[src/rtl/error_frame_block_pkg.sv]
// Shared types and constants for the CAN error-frame generator and its
// receive error counter.
package error_frame_block_pkg;

    typedef enum logic [1:0] {
        ST_IDLE  = 2'd0,
        ST_FLAG  = 2'd1,
        ST_SUPER = 2'd2,
        ST_DELIM = 2'd3
    } efb_state_e;

    localparam int FLAG_LEN_DEF      = 6;
    localparam int DELIM_LEN_DEF     = 8;
    localparam int REC_PASSIVE_LIMIT = 128;
    localparam int REC_RECOVER       = 120;
    localparam int REC_INC_ERR       = 1;
    localparam int REC_INC_DOM       = 8;
    localparam int DOM_RUN_LEN       = 8;

endpackage

[src/rtl/error_frame_block_if.sv]
// Sample-point side bus of the error-frame block: receive-path strobes in,
// transmit drive and fault-confinement status out.
interface error_frame_block_if #(
    parameter int REC_W = 8
);
    logic             SP;
    logic             RX;
    logic             ERROR;
    logic             FRAME_OK;
    logic             TX_ERR;
    logic             ERR_ACTIVE;
    logic             ERR_DONE;
    logic [REC_W-1:0] REC;
    logic             ERR_PASSIVE;

    modport master (
        output SP, RX, ERROR, FRAME_OK,
        input  TX_ERR, ERR_ACTIVE, ERR_DONE, REC, ERR_PASSIVE
    );

    modport slave (
        input  SP, RX, ERROR, FRAME_OK,
        output TX_ERR, ERR_ACTIVE, ERR_DONE, REC, ERR_PASSIVE
    );
endinterface

[src/rtl/error_frame_block_rec_counter.sv]
// Receive error counter: saturating +1/+8 increments, decrement or recovery
// to 120 on a good frame, and the derived error-passive status.
module error_frame_block_rec_counter
    import error_frame_block_pkg::*;
#(
    parameter int REC_W = 8
) (
    input  logic             clock,
    input  logic             reset,
    input  logic             inc_err,
    input  logic             inc_dom,
    input  logic             dec,
    output logic [REC_W-1:0] rec,
    output logic             err_passive
);

    logic [REC_W-1:0] rec_d;
    logic [REC_W-1:0] rec_q;
    logic [REC_W-1:0] step_s;
    logic [REC_W:0]   sum_s;

    // Next counter value; the extra sum bit flags an overflow to saturate on
    always_comb begin
        if (inc_dom) begin
            step_s = REC_W'(REC_INC_DOM);
        end else if (inc_err) begin
            step_s = REC_W'(REC_INC_ERR);
        end else begin
            step_s = {REC_W{1'b0}};
        end
        sum_s = {1'b0, rec_q} + {1'b0, step_s};
        rec_d = rec_q;
        if (inc_dom || inc_err) begin
            if (sum_s[REC_W]) begin
                rec_d = {REC_W{1'b1}};
            end else begin
                rec_d = sum_s[REC_W-1:0];
            end
        end else if (dec) begin
            if (rec_q >= REC_W'(REC_PASSIVE_LIMIT)) begin
                rec_d = REC_W'(REC_RECOVER);
            end else if (rec_q != {REC_W{1'b0}}) begin
                rec_d = rec_q - REC_W'(1);
            end else begin
                rec_d = rec_q;
            end
        end else begin
            rec_d = rec_q;
        end
    end

    // Counter register
    always_ff @(posedge clock or negedge reset) begin
        if (!reset) begin
            rec_q <= {REC_W{1'b0}};
        end else begin
            rec_q <= rec_d;
        end
    end

    assign rec         = rec_q;
    assign err_passive = (rec_q >= REC_W'(REC_PASSIVE_LIMIT));

endmodule

[src/rtl/error_frame_block.sv]
// CAN error-frame generator: error flag, dominant-superposition wait and
// error delimiter, driving the fault-confinement counter.
module error_frame_block
    import error_frame_block_pkg::*;
#(
    parameter int FLAG_LEN  = FLAG_LEN_DEF,
    parameter int DELIM_LEN = DELIM_LEN_DEF,
    parameter int REC_W     = 8
) (
    input  logic              clock,
    input  logic              reset,
    error_frame_block_if.slave bus
);

    localparam int CNT_MAX = (FLAG_LEN > DELIM_LEN) ? FLAG_LEN : DELIM_LEN;
    localparam int CNT_W   = $clog2(CNT_MAX + 1);
    localparam logic [CNT_W-1:0] FLAG_LAST     = CNT_W'(FLAG_LEN);
    localparam logic [CNT_W-1:0] DELIM_LAST    = CNT_W'(DELIM_LEN);
    localparam logic [2:0]       DOM_RUN_LAST  = 3'(DOM_RUN_LEN - 1);

    efb_state_e       state_d, state_q;
    logic [CNT_W-1:0] bit_cnt_d, bit_cnt_q;
    logic [CNT_W-1:0] bit_cnt_inc_s;
    logic [2:0]       dom_cnt_d, dom_cnt_q;
    logic             super_first_d, super_first_q;
    logic             flag_passive_d, flag_passive_q;
    logic             tx_err_d, tx_err_q;
    logic             err_active_d, err_active_q;
    logic             err_done_d, err_done_q;
    logic             inc_err_s, inc_dom_s, dec_s;
    logic             passive_s;
    logic [REC_W-1:0] rec_s;

    // Next-state, counter and output logic; everything advances only on SP
    always_comb begin
        state_d        = state_q;
        bit_cnt_d      = bit_cnt_q;
        dom_cnt_d      = dom_cnt_q;
        super_first_d  = super_first_q;
        flag_passive_d = flag_passive_q;
        tx_err_d       = tx_err_q;
        err_done_d     = 1'b0;
        inc_err_s      = 1'b0;
        inc_dom_s      = 1'b0;
        dec_s          = 1'b0;
        bit_cnt_inc_s  = bit_cnt_q + CNT_W'(1);
        if (bus.SP) begin
            case (state_q)
                ST_IDLE: begin
                    if (!bus.ERROR) begin
                        state_d        = ST_FLAG;
                        bit_cnt_d      = {CNT_W{1'b0}};
                        inc_err_s      = 1'b1;
                        flag_passive_d = passive_s;
                        tx_err_d       = passive_s;
                    end else if (bus.FRAME_OK) begin
                        dec_s = 1'b1;
                    end else begin
                        dec_s = 1'b0;
                    end
                end
                ST_FLAG: begin
                    bit_cnt_d = bit_cnt_inc_s;
                    if (bit_cnt_inc_s == FLAG_LAST) begin
                        state_d       = ST_SUPER;
                        tx_err_d      = 1'b1;
                        super_first_d = 1'b1;
                        dom_cnt_d     = 3'd0;
                    end else begin
                        tx_err_d = flag_passive_q;
                    end
                end
                ST_SUPER: begin
                    // The first dominant bit costs 8, then each further run of 8
                    if (bus.RX) begin
                        state_d   = ST_DELIM;
                        bit_cnt_d = CNT_W'(1);
                    end else if (super_first_q) begin
                        inc_dom_s     = 1'b1;
                        super_first_d = 1'b0;
                        dom_cnt_d     = 3'd0;
                    end else if (dom_cnt_q == DOM_RUN_LAST) begin
                        inc_dom_s = 1'b1;
                        dom_cnt_d = 3'd0;
                    end else begin
                        dom_cnt_d = dom_cnt_q + 3'd1;
                    end
                end
                ST_DELIM: begin
                    if (bus.RX) begin
                        bit_cnt_d = bit_cnt_inc_s;
                        if (bit_cnt_inc_s == DELIM_LAST) begin
                            state_d    = ST_IDLE;
                            err_done_d = 1'b1;
                        end else begin
                            err_done_d = 1'b0;
                        end
                    end else begin
                        state_d        = ST_FLAG;
                        bit_cnt_d      = {CNT_W{1'b0}};
                        inc_err_s      = 1'b1;
                        flag_passive_d = passive_s;
                        tx_err_d       = passive_s;
                    end
                end
                default: begin
                    state_d  = ST_IDLE;
                    tx_err_d = 1'b1;
                end
            endcase
        end else begin
            state_d = state_q;
        end
        err_active_d = (state_d != ST_IDLE);
    end

    // State, counters and registered outputs
    always_ff @(posedge clock or negedge reset) begin
        if (!reset) begin
            state_q        <= ST_IDLE;
            bit_cnt_q      <= {CNT_W{1'b0}};
            dom_cnt_q      <= 3'd0;
            super_first_q  <= 1'b0;
            flag_passive_q <= 1'b0;
            tx_err_q       <= 1'b1;
            err_active_q   <= 1'b0;
            err_done_q     <= 1'b0;
        end else begin
            state_q        <= state_d;
            bit_cnt_q      <= bit_cnt_d;
            dom_cnt_q      <= dom_cnt_d;
            super_first_q  <= super_first_d;
            flag_passive_q <= flag_passive_d;
            tx_err_q       <= tx_err_d;
            err_active_q   <= err_active_d;
            err_done_q     <= err_done_d;
        end
    end

    error_frame_block_rec_counter #(
        .REC_W (REC_W)
    ) u_rec_counter (
        .clock       (clock),
        .reset       (reset),
        .inc_err     (inc_err_s),
        .inc_dom     (inc_dom_s),
        .dec         (dec_s),
        .rec         (rec_s),
        .err_passive (passive_s)
    );

    assign bus.TX_ERR      = tx_err_q;
    assign bus.ERR_ACTIVE  = err_active_q;
    assign bus.ERR_DONE    = err_done_q;
    assign bus.REC         = rec_s;
    assign bus.ERR_PASSIVE = passive_s;

endmodule

[src/flat_wrapper.sv]
// flat-port wrapper written by rule: the top's interface ports become plain ports
module error_frame_block_flat import error_frame_block_pkg::*;
#(
    parameter int FLAG_LEN  = FLAG_LEN_DEF,
    parameter int DELIM_LEN = DELIM_LEN_DEF,
    parameter int REC_W     = 8
)
  (clock, reset, bus_SP, bus_RX, bus_ERROR, bus_FRAME_OK, bus_TX_ERR, bus_ERR_ACTIVE, bus_ERR_DONE, bus_REC, bus_ERR_PASSIVE);
  error_frame_block_if #(.REC_W(REC_W)) bus_i ();
  input  logic clock;
  input  logic reset;
  input wire logic [$bits(bus_i.SP)-1:0] bus_SP;
  input wire logic [$bits(bus_i.RX)-1:0] bus_RX;
  input wire logic [$bits(bus_i.ERROR)-1:0] bus_ERROR;
  input wire logic [$bits(bus_i.FRAME_OK)-1:0] bus_FRAME_OK;
  output wire logic [$bits(bus_i.TX_ERR)-1:0] bus_TX_ERR;
  output wire logic [$bits(bus_i.ERR_ACTIVE)-1:0] bus_ERR_ACTIVE;
  output wire logic [$bits(bus_i.ERR_DONE)-1:0] bus_ERR_DONE;
  output wire logic [$bits(bus_i.REC)-1:0] bus_REC;
  output wire logic [$bits(bus_i.ERR_PASSIVE)-1:0] bus_ERR_PASSIVE;
  assign bus_i.SP = bus_SP;
  assign bus_i.RX = bus_RX;
  assign bus_i.ERROR = bus_ERROR;
  assign bus_i.FRAME_OK = bus_FRAME_OK;
  assign bus_TX_ERR = bus_i.TX_ERR;
  assign bus_ERR_ACTIVE = bus_i.ERR_ACTIVE;
  assign bus_ERR_DONE = bus_i.ERR_DONE;
  assign bus_REC = bus_i.REC;
  assign bus_ERR_PASSIVE = bus_i.ERR_PASSIVE;
  error_frame_block #(.FLAG_LEN(FLAG_LEN), .DELIM_LEN(DELIM_LEN), .REC_W(REC_W)) u_core (.clock(clock), .reset(reset), .bus(bus_i));
endmodule
[config.mk]
export PLATFORM = sky130hd
export DESIGN_NAME = error_frame_block_flat
export DESIGN_NICKNAME = d
export VERILOG_FILES = /design/src/rtl/error_frame_block_pkg.sv /design/src/rtl/error_frame_block_if.sv /design/src/rtl/error_frame_block_rec_counter.sv /design/src/rtl/error_frame_block.sv /design/src/flat_wrapper.sv
export SDC_FILE = /design/constraint.sdc
export NUM_CORES = 1
export LEC_CHECK = 0
export CORE_UTILIZATION = 55
export CTS_BUF_LIST = sky130_fd_sc_hd__clkbuf_8
export DETAILED_ROUTE_END_ITERATION = 8
export PLACE_DENSITY_LB_ADDON = 0.08
export SLEW_MARGIN = 20
export SYNTH_ARGS = -nofsm -noshare
export SYNTH_HDL_FRONTEND = slang
export SYNTH_SLANG_ARGS = --single-unit
[constraint.sdc]
create_clock -name clock -period 7.1 [get_ports clock]
set_input_delay 1.42 -clock clock [delete_from_list [all_inputs] [get_ports clock]]
set_output_delay 1.42 -clock clock [all_outputs]
set_load 0.02 [all_outputs]
# Yosys cells after proc, flatten, opt, wreduce, memory -nomap -nowiden
# Cells that the tools add are included.
# totals
inputBits	6
elab_cells	87
output_inout_bits	12
regBits	22
# op_classes
n_mux	48
magnitude_cmp	1
n_addsub	4
eq_ne	11
n_reduce_logical	14
# ops
op	count
$mux 8	6
$mux 1	22
$pmux 4 s4	1
$mux 2	6
$mux 3	4
$mux 4	3
$reduce_and 4->1	3
$add 8x8->9	1
$ge 8x8->1 const B	1
$ne 2x2->1 const B	4
$pmux 2 s4	1
$reduce_bool 2->1	4
$reduce_bool 8->1	1
$sub 8x1->8 const B	1
$pmux 1 s2	3
$pmux 3 s2	1
$reduce_bool 3->1	2
$add 4x1->4 const B	1
$eq 2x2->1 const B	2
$eq 4x3->1 const B	1
$eq 4x4->1 const B	1
$add 3x1->3 const B	1
$eq 3x3->1 const B	1
$pmux 1 s3	1
6 further kinds	6

# Longest topological paths before layout
# logic_depth
depth_word	10
ltp_mapped	14
depth_no_buf	13

# By module
# A second synthesis with hierarchy kept.
# unflattened
hier_cells	189
area_unflattened_um2	1685.4
# modules_own_cells
mod	cells_per_inst	area_per_inst_um2	instances
error_frame_block	104	943.4	1
error_frame_block_rec_counter	85	742.0	1

# Least setup slack after synthesis
# OpenSTA, ideal clock, no wires.
# synth_path
kind	input -> register
start	input port bus_RX
end	register u_core.u_rec_counter.rec_q[2], in the netlist u_core.u_rec_counter.rec[2]
slack_ps	3471
path_stages	12
arrival_time_ps	3506
required_time_ps	6977
setup_ps	123
path_cell_list	buf_6 > nand2b_4 > or3b_1 > buf_2 > inv_1 > nor2_1 > ha_1 > ha_1 > a31o_2 > and2_1 > a22o_1 > o221a_2
# synth_between
elab_chain_cells	8
elab_cells_between_ends	15
classes_between	add/sub (1); mux (10); reduce/logical (4)
# synth_lines
item	line	rtl
start: declaration	flat_wrapper.sv:13	input wire logic [$bits(bus_i.RX)-1:0] bus_RX;
$mux 1	error_frame_block.sv:90	if (bus.RX) begin
$pmux 1 s2	error_frame_block.sv:48	case (state_q)
$mux 1	error_frame_block.sv:47	if (bus.SP) begin
$mux 1	error_frame_block_rec_counter.sv:26	end else if (inc_err) begin
$mux 8	error_frame_block_rec_counter.sv:24	if (inc_dom) begin
$add 8x8->9	error_frame_block_rec_counter.sv:31	sum_s = {1'b0, rec_q} + {1'b0, step_s};
$mux 8	error_frame_block_rec_counter.sv:34	if (sum_s[REC_W]) begin
$mux 8	error_frame_block_rec_counter.sv:33	if (inc_dom || inc_err) begin
end signal: assignment	error_frame_block_rec_counter.sv:55	rec_q <= {REC_W{1'b0}};
end signal: assignment	error_frame_block_rec_counter.sv:57	rec_q <= rec_d;
end: declaration	error_frame_block_rec_counter.sv:18	logic [REC_W-1:0] rec_q;
# Parallel ways exist; a longest one is shown, timed or not.
# A chain may end at the register's enable or synchronous reset.

# Worst setup path in the final report
# layout_path
start	input port bus_RX
end	register u_core.u_rec_counter.rec_q[1], in the netlist u_core.u_rec_counter.rec[1]
# Same word-level chain as after synthesis.

==> results.json <==
{
  "wl_per_cell_um": 16.8,
  "tns_ns": 0,
  "fin_ws_ns": 3.04,
  "cts.sinks": 22,
  "max_stage_delay_ns": 0.57,
  "yosys.area.top_type_share_pct": 30.7,
  "synth.distinct_cells": 48,
  "status": "finished, violations left",
  "hold_viol_final": 0,
  "synth-edff-count": 0,
  "drc": 1,
  "setup_viol": 0,
  "portBuffers": 17,
  "skew_ns": 0.00356,
  "power_frac_seq_pct": 35.4,
  "die_h_um": 57.8,
  "rows": 19,
  "vias": 1523,
  "worstPathArrival_ns": 4.21,
  "fin_total_pwr_mw": 0.634,
  "clkPwrFrac_pct": 14.8,
  "max_slew_margin_pct": 55.1,
  "fmax_ghz": 0.246,
  "worst-path-max-fanout": 9,
  "internal-power_mw": 0.350,
  "routed_wl_um": 3930,
  "routed_via_density": 6.51,
  "path_clk_slew_ns": 0.08,
  "synth_common_cells": "21 x dfrtp_1, 20 x nand2_1, 14 x ha_1",
  "dr.pass1.iters": 9,
  "powerDensity_nw_per_um2": 334,
  "holdBufCountCts": 0,
  "syn_to_final_growth_pct": 11.0,
  "multi_input_area_sq_um": 1050,
  "grt_pass1_vias": 1437,
  "slowest_stage": "clkdlybuf4s50_1",
  "peakVddDrop_mv": 0.193,
  "grt_pass1_wl_um": 6820,
  "synth_area_leader_cell": "dfrtp_1",
  "nets": 224,
  "synth_fp_nets": 214,
  "critical_path_class": "input port to register",
  "cp_num_buf_inv": 2,
  "cts_inserted_buffers": 3,
  "critPathLaunchType": "input port",
  "crit_family": "simple AND/OR/NAND/NOR gates",
  "tightest_slew_ns": 0.673,
  "dieArea_sq_um": 3340,
  "grt-ovfl-total": 0,
  "cts_setup_buffers": 0,
  "critPathMostFrequentCell": "ha_1",
  "violations": "DRC",
  "hp-class": "register to register",
  "switching_share_pct": 44.8,
  "leakage_nw": 0.833,
  "critPathCaptureType": "register",
  "cap_violations": 0,
  "finalWeightedCongestion": 0.890,
  "synth_area_sq_um": 1710,
  "post_cts_resized": 0,
  "worst_hold_slack_ns": 0.516,
  "dp.cells": 230,
  "syn-instance-count": 194,
  "insertion_delay_ns": 0.27,
  "cts-root-buf": "clkbuf_8",
  "synth_flop_cell": "dfrtp_1",
  "async_flop_share_pct": 100,
  "drive_gt1_share_pct": 10.8,
  "synth_area_leaders": "dfrtp_1 31%, ha_1 10%, nand2_1 4.4%",
  "coreArea_sq_um": 2850,
  "die_width_um": 57.8,
  "drtIter0Drc": 109,
  "clockBufferDepth": 2,
  "initial_core_util_pct": 60.0,
  "cts.htree.levels": 1,
  "dpl_worst_slack_ns": 2.81,
  "yosysWarnings": 0,
  "yosysMostFrequentCell": "dfrtp_1",
  "ys_seq_area_share_pct": 32.3,
  "num_io_pins": 18,
  "cts_tree": "yes",
  "antenna_found_initial": 0,
  "post-dp-hpwl_um": 2860,
  "drtAntennaViolNets": 0,
  "fill_cells": 255,
  "p_sw_mw": 0.284,
  "ys_ff_latch": 22,
  "avgSynthCellArea_sq_um": 8.82,
  "diodes": 0,
  "min_period_ns": 4.06,
  "grt_usage_pct": 26.3,
  "rsz0062_at_grt": "no",
  "final-seq-area_sq_um": 552,
  "period_share_pct": 57.2,
  "worstPathRequired_ns": 7.25,
  "combPwrFrac_pct": 49.8,
  "drv_slew": 0,
  "path_cells": "clkdlybuf4s50_1 -> nand2b_4 -> or3b_1 -> inv_1 -> nor2_1 -> ha_1 -> ha_1 -> a31o_2 -> and2_1 -> a22o_1 -> o22ai_1 -> o21ai_0",
  "stdcell_count": 234,
  "grt_start_max_net_pins": 23
}
-- final timing paths --
path | from | to | slack [ns] | depth (start not counted)
max reg2reg | u_core.state_q[0] | u_core.u_rec_counter.rec[1] | 3.85 | 13
min | u_core.bus.TX_ERR | u_core.bus.TX_ERR | 0.52 | 2
max | bus_RX | u_core.u_rec_counter.rec[1] | 3.04 | 12
min reg2reg | u_core.bus.TX_ERR | u_core.bus.TX_ERR | 0.52 | 2
max in group asynchronous | reset | u_core.bus.TX_ERR | 5.62 | 1
min in group asynchronous | reset | u_core.u_rec_counter.rec[7] | 1.12 | 1
-- state kept, by name, indices dropped and copies added (netlist names) --
register,count
u_core.bit_cnt_q,4
u_core.bus.ERR_ACTIVE,1
u_core.bus.ERR_DONE,1
u_core.bus.TX_ERR,1
u_core.dom_cnt_q,3
u_core.flag_passive_q,1
u_core.state_q,2
u_core.super_first_q,1
u_core.u_rec_counter.rec,8
-- cells by family (layout without fill, tap and decap cells) --
family          count (synthesis)  in the layout  synth area share [%]
simple gates                   78             78                  25.2
compound gates                 45             45                  18.4
buf+inv                        23             32                  6.58
flops                          22             22                  32.3
fa+ha+maj                      14             14                  10.2
xor+xnor                        6              6                  3.51
mux                             6              6                  3.80
-- area by class of cell --
cell class              instances  share of cell area (%)
clock buffers                   4                    2.90
inverters                      11                    2.18
multi-input cells             149                    55.1
flip-flops and latches         22                    29.1
well taps                      31                    2.04
repair buffers                 17                    8.70
-- per-layer routing --
layer | routed length, um | track usage, %
met1 | 1840 | 38.7
met2 | 1810 | 41.5
met3 | 239 | 2.68
met4 | 36 | 7.48
met5 | 0 | 0
-- power by group through the flow --
stage / combinational [mW] / sequential (mW) / clock, mW
after detailed placement: 0.313 / 0.225 / 0
after global placement: 0.303 / 0.223 / 0
after floorplan: 0.218 / 0.221 / 0
final: 0.316 / 0.224 / 0.0939
after global routing: 0.348 / 0.232 / 0.0981
after CTS: 0.315 / 0.223 / 0.0947
-- tightest hold or removal path: cells and delay by family (launching register included) --
family	cells	cell delay, ns
compound gates	2	0.13
flops	1	0.38
-- placed cells by master, fill, tap and decap left out, types with 4 or more instances in the layout --
master / n
xnor2_1: 4
clkbuf_8: 4
nand3_1: 8
o21ai_0: 9
dfrtp_1: 21
ha_1: 14
nor4_1: 6
clkdlybuf4s50_1: 16
nor2_1: 13
o22ai_1: 4
nor3_1: 10
nand2_1: 20
mux2_2: 4
o31ai_1: 5
a21oi_1: 8
inv_1: 11
-- metrics by stage --
| step | util (%) | area (sq um) |
|---|---|---|
| floorplan | - | 1710 |
| global placement | 64.8 | 1850 |
| detailed placement | 64.8 | 1850 |
| CTS | 66.7 | 1900 |
| global route | 66.5 | 1900 |
| finish | 66.5 | 1900 |
No activity file was read; power rests on OpenSTA's default activity.
